File: src/rtl/wheel_sensor.sv
`default_nettype none
// ============================================================================
// wheel_sensor - AHB-lite reed-switch debouncer, revolution counter, period timer
// Optional IRQ port with `define WHEEL_IRQ_EN.                       Rev 1.0
// ============================================================================
module wheel_sensor #(
  parameter int DEBOUNCE_CYCLES = 16,
  parameter int PERIOD_W        = 16,
  parameter int COUNT_W         = 16
) (
  input  logic        HCLK,
  input  logic        HRESET,
  input  logic        HSEL,
  input  logic        HREADY,
  input  logic        HWRITE,
  input  logic [31:0] HADDR,
  input  logic [31:0] HWDATA,
  input  logic [2:0]  HSIZE,
  input  logic [1:0]  HTRANS,
  output logic [31:0] HRDATA,
  output logic        HREADYOUT,
  input  logic        FORK
`ifdef WHEEL_IRQ_EN
  ,
  output logic        IRQ
`endif
);

  localparam logic [7:0]          DB_LAST = 8'(DEBOUNCE_CYCLES - 1);
  localparam logic [PERIOD_W-1:0] PER_MAX = '1;
  localparam logic [PERIOD_W-1:0] PER_ONE = PERIOD_W'(1);
  localparam logic [COUNT_W-1:0]  CNT_ONE = COUNT_W'(1);

  typedef enum logic [1:0] {
    ST_LOW       = 2'd0,
    ST_RISE_WAIT = 2'd1,
    ST_HIGH      = 2'd2,
    ST_FALL_WAIT = 2'd3
  } db_state_t;

  logic                fork_meta;
  logic                fork_s;
  db_state_t           state;
  db_state_t           state_next;
  logic [7:0]          db_cnt;
  logic [7:0]          db_cnt_next;
  logic                rev_evt;

  logic                addr_phase;
  logic                pend_valid;
  logic                pend_write;
  logic [1:0]          pend_idx;
  logic                clr_count;
  logic                clr_new;

  logic [PERIOD_W-1:0] per_cnt;
  logic [PERIOD_W-1:0] period;
  logic                stopped;
  logic [COUNT_W-1:0]  rev_count;
  logic                new_rev;

  logic                unused_ok;

  assign HREADYOUT = 1'b1;
  assign unused_ok = ^{HSIZE, HADDR[31:4], HADDR[1:0], HWDATA};

  always_ff @(posedge HCLK or posedge HRESET) begin
    if (HRESET) begin
      fork_meta <= 1'b0;
      fork_s    <= 1'b0;
    end else begin
      fork_meta <= FORK;
      fork_s    <= fork_meta;
    end
  end

  always_ff @(posedge HCLK or posedge HRESET) begin
    if (HRESET) begin
      state  <= ST_LOW;
      db_cnt <= 8'd0;
    end else begin
      state  <= state_next;
      db_cnt <= db_cnt_next;
    end
  end

  // A level is accepted only after DEBOUNCE_CYCLES consecutive stable samples.
  always_comb begin
    state_next  = state;
    db_cnt_next = db_cnt;
    rev_evt     = 1'b0;
    case (state)
      ST_LOW: begin
        if (fork_s) begin
          state_next  = ST_RISE_WAIT;
          db_cnt_next = 8'd0;
        end
      end
      ST_RISE_WAIT: begin
        if (!fork_s) begin
          state_next = ST_LOW;
        end else begin
          db_cnt_next = db_cnt + 8'd1;
          if (db_cnt == DB_LAST) begin
            state_next = ST_HIGH;
            rev_evt    = 1'b1;
          end
        end
      end
      ST_HIGH: begin
        if (!fork_s) begin
          state_next  = ST_FALL_WAIT;
          db_cnt_next = 8'd0;
        end
      end
      ST_FALL_WAIT: begin
        if (fork_s) begin
          state_next = ST_HIGH;
        end else begin
          db_cnt_next = db_cnt + 8'd1;
          if (db_cnt == DB_LAST) begin
            state_next = ST_LOW;
          end
        end
      end
      default: state_next = ST_LOW;
    endcase
  end

  assign addr_phase = HSEL & HREADY & (HTRANS != 2'b00);

  always_ff @(posedge HCLK or posedge HRESET) begin
    if (HRESET) begin
      pend_valid <= 1'b0;
      pend_write <= 1'b0;
      pend_idx   <= 2'd0;
    end else begin
      pend_valid <= addr_phase;
      pend_write <= HWRITE;
      pend_idx   <= HADDR[3:2];
    end
  end

  assign clr_count = pend_valid & pend_write & (pend_idx == 2'd0);
  assign clr_new   = pend_valid & pend_write & (pend_idx == 2'd2);

  // A revolution after a stall (or reset) has no valid start point, so it reports max.
  always_ff @(posedge HCLK or posedge HRESET) begin
    if (HRESET) begin
      per_cnt <= '0;
      period  <= '0;
      stopped <= 1'b1;
    end else if (rev_evt) begin
      per_cnt <= '0;
      stopped <= 1'b0;
      if (stopped || (per_cnt == PER_MAX)) begin
        period <= PER_MAX;
      end else begin
        period <= per_cnt + PER_ONE;
      end
    end else if (per_cnt == PER_MAX) begin
      stopped <= 1'b1;
    end else begin
      per_cnt <= per_cnt + PER_ONE;
    end
  end

  // A revolution in the same cycle as a software clear is never lost.
  always_ff @(posedge HCLK or posedge HRESET) begin
    if (HRESET) begin
      rev_count <= '0;
      new_rev   <= 1'b0;
    end else begin
      if (rev_evt) begin
        rev_count <= (clr_count ? '0 : rev_count) + CNT_ONE;
      end else if (clr_count) begin
        rev_count <= '0;
      end
      if (rev_evt) begin
        new_rev <= 1'b1;
      end else if (clr_new) begin
        new_rev <= 1'b0;
      end
    end
  end

  always_comb begin
    HRDATA = '0;
    if (pend_valid) begin
      case (pend_idx)
        2'd0: HRDATA[COUNT_W-1:0] = rev_count;
        2'd1: begin
          HRDATA[PERIOD_W-1:0] = period;
          HRDATA[31]           = stopped;
        end
        2'd2: HRDATA[0] = new_rev;
        default: HRDATA = '0;
      endcase
    end
  end

`ifdef WHEEL_IRQ_EN
  always_ff @(posedge HCLK or posedge HRESET) begin
    if (HRESET) begin
      IRQ <= 1'b0;
    end else begin
      IRQ <= new_rev;
    end
  end
`endif

endmodule
`default_nettype wire

File: config.mk
export PLATFORM = sky130hd
export DESIGN_NAME = wheel_sensor
export DESIGN_NICKNAME = d
export VERILOG_FILES = /design/src/rtl/wheel_sensor.sv
export SDC_FILE = /design/constraint.sdc
export NUM_CORES = 1
export LEC_CHECK = 0
export ABC_AREA = 1
export CAP_MARGIN = 25
export CORE_MARGIN = 2
export CORE_UTILIZATION = 40
export CTS_CLUSTER_DIAMETER = 80
export DETAILED_ROUTE_END_ITERATION = 16
export PLACE_DENSITY = 0.7
export SLEW_MARGIN = 10
export SYNTH_ARGS = -nofsm -noshare
export SYNTH_HDL_FRONTEND = slang
export SYNTH_SLANG_ARGS = --single-unit
File: constraint.sdc
create_clock -name HCLK -period 6.4 [get_ports HCLK]
set_input_delay 1.28 -clock HCLK [delete_from_list [all_inputs] [get_ports HCLK]]
set_output_delay 1.28 -clock HCLK [all_outputs]
set_load 0.01 [all_outputs]
==> out/results.tsv, run 1 <==
stage	metric	value	unit
outcome	status	completed	
critical_path	criticalPathCategory	reg -> out	
layout	insertedDiodeCount	0	
critical_path	worstSetupStartpoint	pend_idx[0]	
routing	routed-via-count	2745	
die	fp.dieW	97.2	um
grt	grt_use_total	15.3	%
grt	grt-busiest-layer	met2	
sta	period_needed	3.43	ns
job	max-cap-violations	0	
min_path	min_path_type	reg -> reg	
placed_design	portBuffers	26	
clock_tree	cts_tree	done	
routing	drc_errors	0	
logic_synthesis	synth.distinct_cells	37	
pwr	power.internal	680	uW
clock_tree	h-tree-depth	3	
clock_tree	cts_resized	0	
sta	hold_viol	0	
grt	antenna_found_initial	0	
sta	finalClockSkew	0.00883	ns
logic_synthesis	synth_seq_cells	66	
sta	worst_pin_slew	0.833	ns
placed_design	dp_slack	2.92	ns
critical_path	ff2ff_setup_slack	4.24	ns
sta	post-route-period-util	53.5	%
layout	layout.nets	538	
critical_path	crit_required	5.12	ns
logic_synthesis	syn_area	3470	um2
pwr	clkPwrFrac	44.6	%
layout	final_common_cell	nand2_1	
layout	mostFrequentLayoutCells	nand2_1 (112), dfrtp_1 (65), nor2_1 (52), inv_1 (42), a21oi_1 (31)	
min_path	holdCritStartpoint	fork_meta	
sta	clock.fmax	292	MHz
routing	ant_nets	0	
critical_path	r2r-start	db_cnt[1]	
layout	fin_cells	569	
routing	drt_iter0_markers	114	
clock_tree	root_buffer	clkbuf_8	
logic_synthesis	synthCells	431	
logic_synthesis	ys_warn_count	0	
die	die-area	9440	um2
die	start_util	41.8	%
clock_tree	post_cts_buffers	0	
pwr	switching_share	21.4	%
layout	drive_above_1_share	7.54	%
placed_design	gp_congestion	0.825	
placed_design	dpl.cell_count	553	
grt	grtUsageMet3	4.60	%
pwr	p_switching	185	uW
pwr	leakage	1.83	nW
sta	slew_viol_final	0	
pwr	ir_drop	0.000112	V
logic_synthesis	synthArstFlopShare	100	%
sta	setup_viol	0	
logic_synthesis	synth_edf_count	0	
grt	grt_remaining_overflow	0	
layout	fin_util	48.0	%
critical_path	crit_chain	inv_1, nor2_1, buf_4, nand2_1, a21oi_1, clkdlybuf4s50_1	
clock_tree	clock_sinks	66	
sta	rsz0062_at_grt	false	
grt	met1_usage	20.9	%
placed_design	dp_hpwl	5030	um
critical_path	critical-path-top-delay-family	buffers and inverters	
routing	routedWlPerCell	12.2	um
logic_synthesis	synthFlopType	dfrtp_1	
clock_tree	cts_buffers	9	
grt	grt_pass1_wl	11900	um
pwr	pwr-share-comb	5.1	%
routing	via_per_inst	4.82	
sta	layout_setup_ws	2.97	ns
clock_tree	insertion_delay	0.33	ns
logic_synthesis	ys_seq_area_share	47.6	%
die	num_rows	33	
critical_path	reg2reg_depth	6	
routing	wl	6940	um
critical_path	crit_path_start_kind	flop	
grt	grt_pass1_vias	2590	
critical_path	worstSetupEndpointType	output port	
routing	drt_pass1_iterations	4	
sta	setup_tns	0	ns
critical_path	crit_cells	6	
grt	grt_max_degree	67	
clock_tree	cts_buffer_depth	2	
pwr	power	865	uW
layout	areaGrowthSynthToFinish	14.9	%
clock_tree	path_clk_slew	0.07	ns
layout	nFillCells	786	
die	ios	108	
critical_path	critPathArrivalTime	2.15	ns
pwr	p_per_area	217	nW/um2
logic_synthesis	synth_area_per_cell	8.05	um2
clock_tree	postCtsHoldBufs	0	
critical_path	cp_slowest_cell	clkdlybuf4s50_1	
grt	use_met2	24.0	%
min_path	min_path_cells	0	
pwr	seqPwrFrac	50.3	%
critical_path	worstPathMaxFanout	13	
critical_path	slowest_delay	0.59	ns
die	die_h	97.2	um
die	core	8300	um2
critical_path	timing.critical_path.buf_inv	3	
sta	slew_headroom	44.5	%
-- cells by family (layout without fill, tap and decap cells) --
| kind of cell | after synthesis | count (layout) | share of synthesized area, % |
|---|---|---|---|
| adder cells (fa/ha/maj) | 3 | 3 | 1.08 |
| XOR/XNOR | 20 | 20 | 5.05 |
| AND/OR/NAND/NOR | 215 | 215 | 27.4 |
| buffers and inverters | 70 | 89 | 9.73 |
| flip-flops | 66 | 66 | 47.6 |
| other | 2 | 16 | 0.216 |
| AO/OA/AOI/OAI | 55 | 55 | 8.94 |
-- power by group through the flow --
stage	clock (mW)	sequential (mW)	combinational [mW]
finish	0.386	0.435	0.0437
global route	0.421	0.436	0.0508
CTS	0.398	0.435	0.0442
detailed placement	0	0.443	0.0441
global placement	0	0.442	0.0430
floorplan	0	0.441	0.0396
-- final timing paths --
check / to
worst max register to register: per_cnt[9]
worst min register to register: fork_s
min in group asynchronous: rev_count[1]
worst min-delay path: fork_s
worst max-delay path: HRDATA[4]
max in group asynchronous: per_cnt[13]
-- synthesized netlist by cell type, types with 2 or more instances --
cell type / n / share of area [%]
nor2_1: 52 / 5.6
nor3b_1: 4 / 0.87
nand3b_1: 2 / 0.43
nor2_2: 6 / 1.1
xor2_1: 14 / 3.5
o22a_1: 5 / 1.3
ha_1: 3 / 1.1
conb_1: 2 / 0.22
xnor2_1: 6 / 1.5
nand4_1: 4 / 0.72
dfrtp_1: 65 / 47
a31oi_1: 3 / 0.54
nor3_1: 6 / 0.87
nand3_2: 4 / 1.2
nand3_1: 16 / 2.3
nand2_2: 3 / 0.54
buf_4: 19 / 4.1
buf_2: 3 / 0.43
nand2_1: 112 / 12
inv_1: 43 / 4.7
clkbuf_1: 3 / 0.32
o21ai_0: 11 / 1.6
a21oi_1: 31 / 4.5
-- metrics by stage --
step                      hold slack, ns  area [um2]
after floorplan                    0.331        3520
after global placement             0.335        3760
after detailed placement           0.341        3760
after CTS                          0.356        3980
after global routing               0.370        3990
final                              0.351        3990
-- state kept, by name, indices dropped and copies added (netlist names), named ones only --
register    count
db_cnt          8
fork_meta       1
fork_s          1
new_rev         1
pend_idx        2
pend_valid      1
pend_write      1
per_cnt        16
period         16
rev_count      16
state           1
stopped         1
-- cell type report --
type                       instances  area [um2]  area share, %
inverter                          45         169           4.24
clock inverter                     2        60.1           1.51
timing repair buffer              29         283           7.09
clock buffer                      13         159           3.98
tap                              105         131           3.29
sequential                        66        1650           41.4
multi-input combinational        309        1530           38.4
-- metal layers --
layer,wire length (um),share of wire [%],vias to the layer above
met2,3130,45,75
met3,400,5.8,8
li1,-,-,1393
met5,0,0,-
met4,74,1.1,0
met1,3340,48,1269
Power figures use the tool's default switching activity.
==> run 2, diff against run 1 <==
Clock period 6.4 ns to 3.3 ns, I/O delays scaled along.
==> out/results.tsv, run 2 (synthesized netlist as in run 1, its figures left out) <==
stage	metric	value	unit	change
sta	setup_tns	0	ns	unchanged
grt	grt_max_degree	40		-40%
layout	layout.nets	538		unchanged
sta	worst_pin_slew	0.605	ns	-0.228 ns
sta	rsz0062_at_grt	false		
layout	nFillCells	790		+0.51%
layout	top_regs	per_cnt (16), period (16), rev_count (16)		
clock_tree	path_clk_slew	0.08	ns	about the same
die	ios	108		unchanged
critical_path	r2r-end	per_cnt[9]		
min_path	min_path_cells	0		unchanged
sta	whs	0.374	ns	+0.0228 ns
layout	mostFrequentLayoutCells	nand2_1 (112), dfrtp_1 (65), nor2_1 (52), inv_1 (42), a21oi_1 (31)		
die	die-area	9440	um2	unchanged
routing	routedWlPerCell	12.5	um	+2.3%
pwr	leakage	1.83	nW	+0.27%
routing	drc_errors	0		unchanged
placed_design	gp_congestion	0.787		-4.5%
routing	drt_pass1_iterations	4		unchanged
grt	grt_use_total	15.9	%	+0.54 points
clock_tree	cts_resized	0		unchanged
die	core	8300	um2	unchanged
critical_path	crit_path_start_kind	flop		
critical_path	worstSetupEndpointType	output port		
min_path	holdCritStartpoint	fork_meta		
clock_tree	h-tree-depth	3		unchanged
placed_design	postPlaceCellArea	3780	um2	+0.53%
critical_path	crit_required	2.64	ns	-2.48 ns
pwr	ir_drop	0.000228	V	+100%
critical_path	critPathArrivalTime	2.12	ns	-0.03 ns
placed_design	portBuffers	26		unchanged
routing	routed-via-count	2775		+1.1%
clock_tree	cts_buffers	9		unchanged
pwr	p_per_area	422	nW/um2	+94%
critical_path	worstPathMaxFanout	17		+4
die	num_rows	33		unchanged
sta	finalClockSkew	0.00953	ns	+0.000699 ns
grt	antenna_found_initial	0		unchanged
sta	post-route-period-util	84.2	%	
layout	final_common_cell	nand2_1		
grt	grt_pass1_vias	2715		+4.8%
grt	grt_remaining_overflow	0		unchanged
layout	drive_above_1_share	8.17	%	+0.63 points
sta	slew_viol_final	0		unchanged
routing	wl	7110	um	+2.5%
critical_path	reg2reg_depth	6		unchanged
sta	hold_viol	0		unchanged
sta	slew_headroom	59.6	%	+15 points
clock_tree	cts_tree	done		
routing	via_per_inst	4.87		+0.92%
layout	areaGrowthSynthToFinish	15.5	%	
die	start_util	41.8	%	unchanged
clock_tree	clock_sinks	66		unchanged
min_path	whs_endpoint	fork_s		
clock_tree	insertion_delay	0.35	ns	+0.02 ns
clock_tree	post_cts_buffers	0		unchanged
routing	ant_nets	0		unchanged
critical_path	criticalPathCategory	reg -> out		
sta	period_needed	2.78	ns	
critical_path	r2r-start	db_cnt[1]		
sta	clock.fmax	360	MHz	
job	max-cap-violations	0		unchanged
sta	setup_viol	0		unchanged
routing	drt_iter0_markers	109		-4.4%
clock_tree	cts_buffer_depth	2		unchanged
layout	insertedDiodeCount	0		unchanged
clock_tree	root_buffer	clkbuf_8		
layout	final_cell_area	4010	um2	+0.50%
grt	grt_pass1_wl	12200	um	+2.4%
clock_tree	postCtsHoldBufs	0		unchanged
placed_design	dp_hpwl	5190	um	+3.0%
critical_path	ff2ff_setup_slack	1.14	ns	-3.10 ns
die	die_h	97.2	um	unchanged
die	fp.dieW	97.2	um	unchanged
outcome	status	completed		
min_path	min_path_type	reg -> reg		
layout	fin_util	48.3	%	+0.24 points
==> run 2: cell count changes in the layout (fill, tap and decap cells not counted), sizes merged <==
cell	previous run	this run
clkinvlp	0	1
inv	44	45
clkinv	1	4
clkbuf	13	9
==> run 2: worst max-delay path by stage <==
stage	startpoint	end	slack, ns	cells after the start
6_report	pend_idx[1]	HRDATA[4]	0.52	4
3_5_place_dp	pend_idx[1]	HRDATA[4]	0.92	4
3_3_place_gp	pend_idx[1]	HRDATA[4]	0.93	4
5_1_grt	pend_idx[1]	HRDATA[4]	0.38	4
4_1_cts	pend_idx[1]	HRDATA[5]	0.51	4
2_1_floorplan	HRESET	asynchronous set/reset pin	0.99	1
==> run 2: where the power goes <==
group          leakage (nW)  internal, mW  switching (mW)  total, mW
Clock                 0.110         0.431           0.328      0.759
Sequential            0.887         0.826          0.0173      0.843
Combinational         0.835        0.0297          0.0582     0.0879
Total                  1.83          1.29           0.403       1.69
==> run 2: final cells by class <==
class                           count  area [um2]  area share [%]
Inverter                           45         169            4.21
Clock buffer                        9         124            3.09
Sequential cell                    66        1650            41.2
Timing Repair Buffer               29         295            7.37
Tap cell                          105         131            3.28
Clock inverter                      7         103            2.56
Multi-Input combinational cell    309        1530            38.2
==> run 2: worst max-delay path: stages (launching register included) <==
cell and delay [ns]:
dfrtp_1 0.44, nor2_4 0.39, nand2_1 0.09, a21oi_1 0.26
clkdlybuf4s50_1 0.60
==> run 2: stage by stage <==
stage | setup WS, ns | total power, mW | cells
floorplan | 0.987 | 0.931 | 445
global placement | 0.934 | 0.945 | 554
detailed placement | 0.916 | 0.948 | 554
CTS | 0.506 | 1.71 | 570
global route | 0.377 | 1.76 | 570
finish | 0.520 | 1.69 | 570
==> run 2: metal layers <==
layer | up-vias | wire (um) | GRT usage (%)
met1 | 1315 | 3360 | 21.1
li1 | 1395 | - | -
met3 | 10 | 320 | 3.74
met5 | - | 0 | 0
met4 | 0 | 106 | 6.28
met2 | 55 | 3320 | 25.2
==> run 3, diff against run 2 <==
Settings changed: PLACE_DENSITY 0.7 to 0.73.
Clock period 3.3 ns to 2.25 ns, I/O delays scaled along.
==> out/results.tsv, run 3 (synthesized netlist as in run 1, its figures left out) <==
stage	metric	value	unit	change
routing	drc_errors	0		unchanged
placed_design	dp_hpwl	5370	um	+3.6%
min_path	min_path_type	reg -> reg		
clock_tree	path_clk_slew	0.07	ns	about the same
critical_path	worstSetupEndpointType	output port		
layout	insertedDiodeCount	0		unchanged
min_path	min_path_cells	0		unchanged
grt	grt_remaining_overflow	0		unchanged
pwr	seqPwrFrac	50.8	%	+0.9 points
critical_path	reg2reg_depth	15		+9
grt	grt_use_total	17.4	%	+1.5 points
pwr	power.internal	1.84	mW	+43%
critical_path	ff2ff_setup_slack	0.14	ns	-1.00 ns
clock_tree	root_buffer	clkbuf_8		
die	num_rows	33		unchanged
min_path	holdCritStartpoint	fork_meta		
pwr	p_per_area	587	nW/um2	+39%
pwr	power	2.44	mW	+44%
routing	routedWlPerCell	13.4	um	+7.5%
sta	finalClockSkew	0.00873	ns	-0.000793 ns
clock_tree	cts_buffers	9		unchanged
layout	nFillCells	772		-2.3%
routing	wl	7930	um	+12%
critical_path	r2r-end	rev_count[10]		
clock_tree	postCtsHoldBufs	0		unchanged
routing	ant_nets	0		unchanged
layout	areaGrowthSynthToFinish	19.6	%	
clock_tree	h-tree-depth	3		unchanged
critical_path	worstPathMaxFanout	4		-13
die	start_util	41.8	%	unchanged
sta	setup_tns	0	ns	unchanged
sta	post-route-period-util	99.3	%	
sta	slew_viol_final	0		unchanged
layout	layout.nets	561		+4.3%
grt	grt_pass1_vias	2819		+3.8%
routing	drt_pass1_iterations	5		+1
placed_design	dp_slack	0.0638	ns	-0.852 ns
pwr	clkPwrFrac	42.4	%	-2.5 points
layout	seq_area	1660	um2	+0.15%
critical_path	crit_path_start_kind	flop		
placed_design	dpl.cell_count	559		+0.90%
clock_tree	insertion_delay	0.35	ns	about the same
placed_design	gp_congestion	0.883		+12%
job	max-cap-violations	0		unchanged
routing	via_per_inst	5.00		+2.6%
pwr	leakage	1.96	nW	+6.7%
sta	clock.fmax	448	MHz	
critical_path	crit_required	1.80	ns	-0.84 ns
routing	drt_iter0_markers	194		+78%
routing	routed-via-count	2958		+6.6%
sta	period_needed	2.23	ns	
min_path	whs_endpoint	fork_s		
grt	antenna_found_initial	0		unchanged
pwr	p_switching	591	uW	+47%
layout	multiInputGateArea	1580	um2	+3.0%
layout	mostFrequentLayoutCells	nand2_1 (110), dfrtp_1 (63), nor2_1 (48), inv_1 (42), a21oi_1 (30)		
die	die_h	97.2	um	unchanged
placed_design	portBuffers	26		unchanged
pwr	pwr-share-comb	6.8	%	+1.6 points
layout	top_regs	per_cnt (16), period (16), rev_count (16)		
die	fp.dieW	97.2	um	unchanged
grt	grt_pass1_wl	13200	um	+8.8%
die	core	8300	um2	unchanged
critical_path	critPathArrivalTime	1.78	ns	-0.34 ns
grt	grt_max_degree	24		-40%
layout	fin_cells	592		+3.9%
critical_path	r2r-start	pend_idx[0]		
pwr	switching_share	24.3	%	+0.40 points
die	ios	108		unchanged
layout	drive_above_1_share	16.8	%	+8.7 points
sta	layout_setup_ws	0.0167	ns	-0.503 ns
die	die-area	9440	um2	unchanged
clock_tree	cts_tree	done		
clock_tree	clock_sinks	66		unchanged
layout	final_common_cell	nand2_1		
sta	setup_viol	0		unchanged
outcome	status	completed		
sta	hold_viol	0		unchanged
clock_tree	cts_buffer_depth	2		unchanged
sta	whs	0.356	ns	-0.0181 ns
critical_path	criticalPathCategory	reg -> out		
pwr	ir_drop	0.000416	V	+82%
==> run 3: cell count changes in the layout (fill, tap and decap cells not counted), sizes merged, moves of 2 or more <==
cell           change
clkdlybuf4s50     -17
dlygate4sd2        +3
clkdlybuf4s15      +2
buf               +22
clkbuf            +14
==> run 3: layout make-up <==
cell class / count / area share, %
flip-flops and latches: 66 / 39.9
multi-input cells: 310 / 38.0
repair buffers: 51 / 9.95
inverters: 45 / 4.07
clock buffers: 11 / 3.65
well taps: 105 / 3.17
clock inverters: 4 / 1.24
==> run 3: power groups by stage <==
stage | combinational, mW | clock, mW | sequential [mW]
final | 0.166 | 1.03 | 1.24
after global routing | 0.189 | 1.11 | 1.24
after CTS | 0.156 | 1.05 | 1.24
after detailed placement | 0.134 | 0 | 1.26
after global placement | 0.131 | 0 | 1.26
after floorplan | 0.113 | 0 | 1.25
==> run 3: critical path: stages (launching register included) <==
cell	delay (ns)
dfrtp_2	0.45
buf_4	0.15
nor2_2	0.15
buf_4	0.14
nand2_1	0.07
a21oi_2	0.18
dlygate4sd2_1	0.29
==> run 3: through the flow <==
| stage | area [um2] | util (%) |
|---|---|---|
| floorplan | 3520 | - |
| global placement | 3810 | 45.9 |
| detailed placement | 3810 | 45.9 |
| CTS | 4100 | 49.4 |
| global route | 4150 | 50.0 |
| finish | 4150 | 50.0 |
==> run 3: worst max path at each step <==
stage                            from                         end  slack, ns  cells after the start
after floorplan                HRESET  asynchronous set/reset pin       0.15                      1
after global placement    pend_idx[1]                   HRDATA[0]       0.10                      6
after detailed placement  pend_idx[1]                   HRDATA[2]       0.06                      4
after CTS                 pend_idx[1]               rev_count[14]      0.005                     17
after global routing      pend_idx[1]                   HRDATA[2]       -0.1                      6
final                     pend_idx[1]                   HRDATA[2]       0.02                      6
==> run 3: per-layer routing <==
| layer | track usage [%] | vias up | wire [um] |
|---|---|---|---|
| met4 | 6.39 | 0 | 145 |
| met5 | 0 | - | 0 |
| met1 | 23.8 | 1417 | 3610 |
| met3 | 3.74 | 17 | 410 |
| met2 | 27.1 | 87 | 3770 |
| li1 | - | 1437 | - |
==> run 3: repair_timing <==
| action | 4_1_cts | 5_1_grt |
|---|---|---|
| pin swaps | 2 | 5 |
| buffers inserted | 9 | 8 |
| cloned | 1 | 0 |
| endpoints found under the setup margin | 17 | 8 |
| resized for setup | 24 | 34 |
==> RTL change, RTL diff (settings of run 2) <==
`COUNT_W`: 16 -> 24.
--- a/src/rtl/wheel_sensor.sv
+++ b/src/rtl/wheel_sensor.sv
@@ -6,7 +6,7 @@
 module wheel_sensor #(
   parameter int DEBOUNCE_CYCLES = 16,
   parameter int PERIOD_W        = 16,
-  parameter int COUNT_W         = 16
+  parameter int COUNT_W         = 24
 ) (
   input  logic        HCLK,
   input  logic        HRESET,
Function: same outputs for any inputs over 10 cycles, from zero or initial values and one cycle with HRESET high; that may be too few to reach the edited logic, so the function may still have changed.
==> RTL change against run 2 <==
Hold slack got worse by 0.022 ns. Area after synthesis up 18%. Combinational power is 26% higher. Register-to-register slack worse by 0.36 ns. Critical endpoint is now HRDATA[10]. Sequential cell count up 8. Total power increased by 6.9%. Via count rose by 21%. Routed wire length increased by 26%. Cell area increased by 18%. Critical path depth up 1. Setup slack worse by 0.25 ns.
==> RTL change: results (changes against run 2) <==
status: "complete, no violations"
gr-usage-met1: 0.206  # -0.00550
multi_input_area_mm2: 0.00185  # +21%
clkbuf_count: 14  # +5
dr_wl_met2_um: 4710  # +42%
cp_data_arrival_time_ns: 2.37  # +0.25 ns
inv_count: 71  # +58%
globalplace.congestion: 0.856  # +8.7%
cts_num_sinks: 74  # +12%
vias_per_cell: 4.87  # about the same
synth_adder_area_share: 0.00919  # -0.00162
seqCellArea_mm2: 0.00185  # +12%
buffer_area_frac: 0.0839  # +0.0102
nNonClkBuffers: 40  # +38%
yosys-top-cells-area: "dfrtp_1 45%, nand2_1 10%, nor2_1 7.1%, inv_1 6.3%, nand3_1 4.7%"
route.met3.wl_um: 400  # +25%
reg_top3: "rev_count: 24 flops, per_cnt: 16 flops, period: 16 flops"
grt_pass1_wl_um: 15500  # +27%
relSlewSlack: 0.609  # +0.0127
syn_to_final_growth_pct: 16.2
io_buffer_count: 34  # +31%
cellLeakagePower_nw: 2.25  # +23%
critPathMaxFanout: 14  # -3
final_nets: 630  # +17%
wl_met1_um: 3730  # +11%
clk_share: 0.0438  # -0.0127
design_area_mm2: 0.00474  # +18%
drive_gt1_frac: 0.0952  # +0.0134
grt_max_degree: 33  # -18%
synthTopCellsByCount: "110 x nand2_1, 77 x nor2_1, 73 x dfrtp_1, 68 x inv_1, 38 x nand3_1"
fin_skew_ns: 0.00668  # -0.00285 ns
synth_ff_type: "dfrtp_1"
grt_pass1_vias: 3282  # +21%
seq_area_frac_synth: 0.454  # -0.0223
dpl-instance-area_mm2: 0.00453  # +20%
r2r_slack_ns: 0.78  # -0.36 ns
num-fill-cells: 984  # +25%
track_usage: 0.176  # +0.0171
cts_inserted_buffers: 9  # unchanged
yosys_warnings: 0  # unchanged
synth_compound_area_frac: 0.0641  # -0.0254
num-multi-input-gates: 356  # +15%
synth-xor-area-share: 0.0622  # +0.0117
hpwlAfterDp_um: 6680  # +29%
wirelength_um: 8980  # +26%
drtPass1Iterations: 5  # +1
drtIter0Drc: 111  # +1.8%
-- RTL change: cell types whose count changed in the layout (fill, tap and decap cells not counted), moves of 4 or more --
| cell | run 2 | this run |
|---|---|---|
| inv_1 | 42 | 67 |
| nor2_1 | 52 | 77 |
| nand3_1 | 16 | 38 |
| a21oi_1 | 31 | 22 |
| clkdlybuf4s50_1 | 26 | 34 |
| conb_1 | 16 | 8 |
| dfrtp_1 | 65 | 73 |
| xor2_1 | 14 | 21 |
| o22a_1 | 5 | 0 |
| o32ai_1 | 0 | 4 |
-- RTL change: power by group through the flow --
stage          registers, W   logic, W  clock network (W)
2_1_floorplan      0.000966  0.0000852                  0
4_1_cts            0.000954   0.000112           0.000766
3_5_place_dp       0.000972   0.000111                  0
6_report           0.000955   0.000111           0.000741
5_1_grt            0.000958   0.000127           0.000810
3_3_place_gp       0.000971   0.000108                  0
-- RTL change: per-stage QoR --
step	power, W	setup slack, ns	hold slack, ns	instances
6_report	0.00181	0.274	0.352	690
2_1_floorplan	0.00105	0.760	0.331	521
5_1_grt	0.00189	0.111	0.372	690
3_5_place_dp	0.00108	0.637	0.340	674
3_3_place_gp	0.00108	0.648	0.331	674
4_1_cts	0.00183	0.249	0.358	690
-- RTL change: path summary, 6_finish.rpt --
check                            start       endpoint  cells after the start
min                          fork_meta         fork_s                      0
max reg2reg                pend_idx[1]  rev_count[20]                     15
max in group asynchronous       HRESET     period[10]                      3
max                        pend_idx[1]     HRDATA[10]                      5
min in group asynchronous       HRESET      async pin                      2
min reg2reg                  fork_meta         fork_s                      0
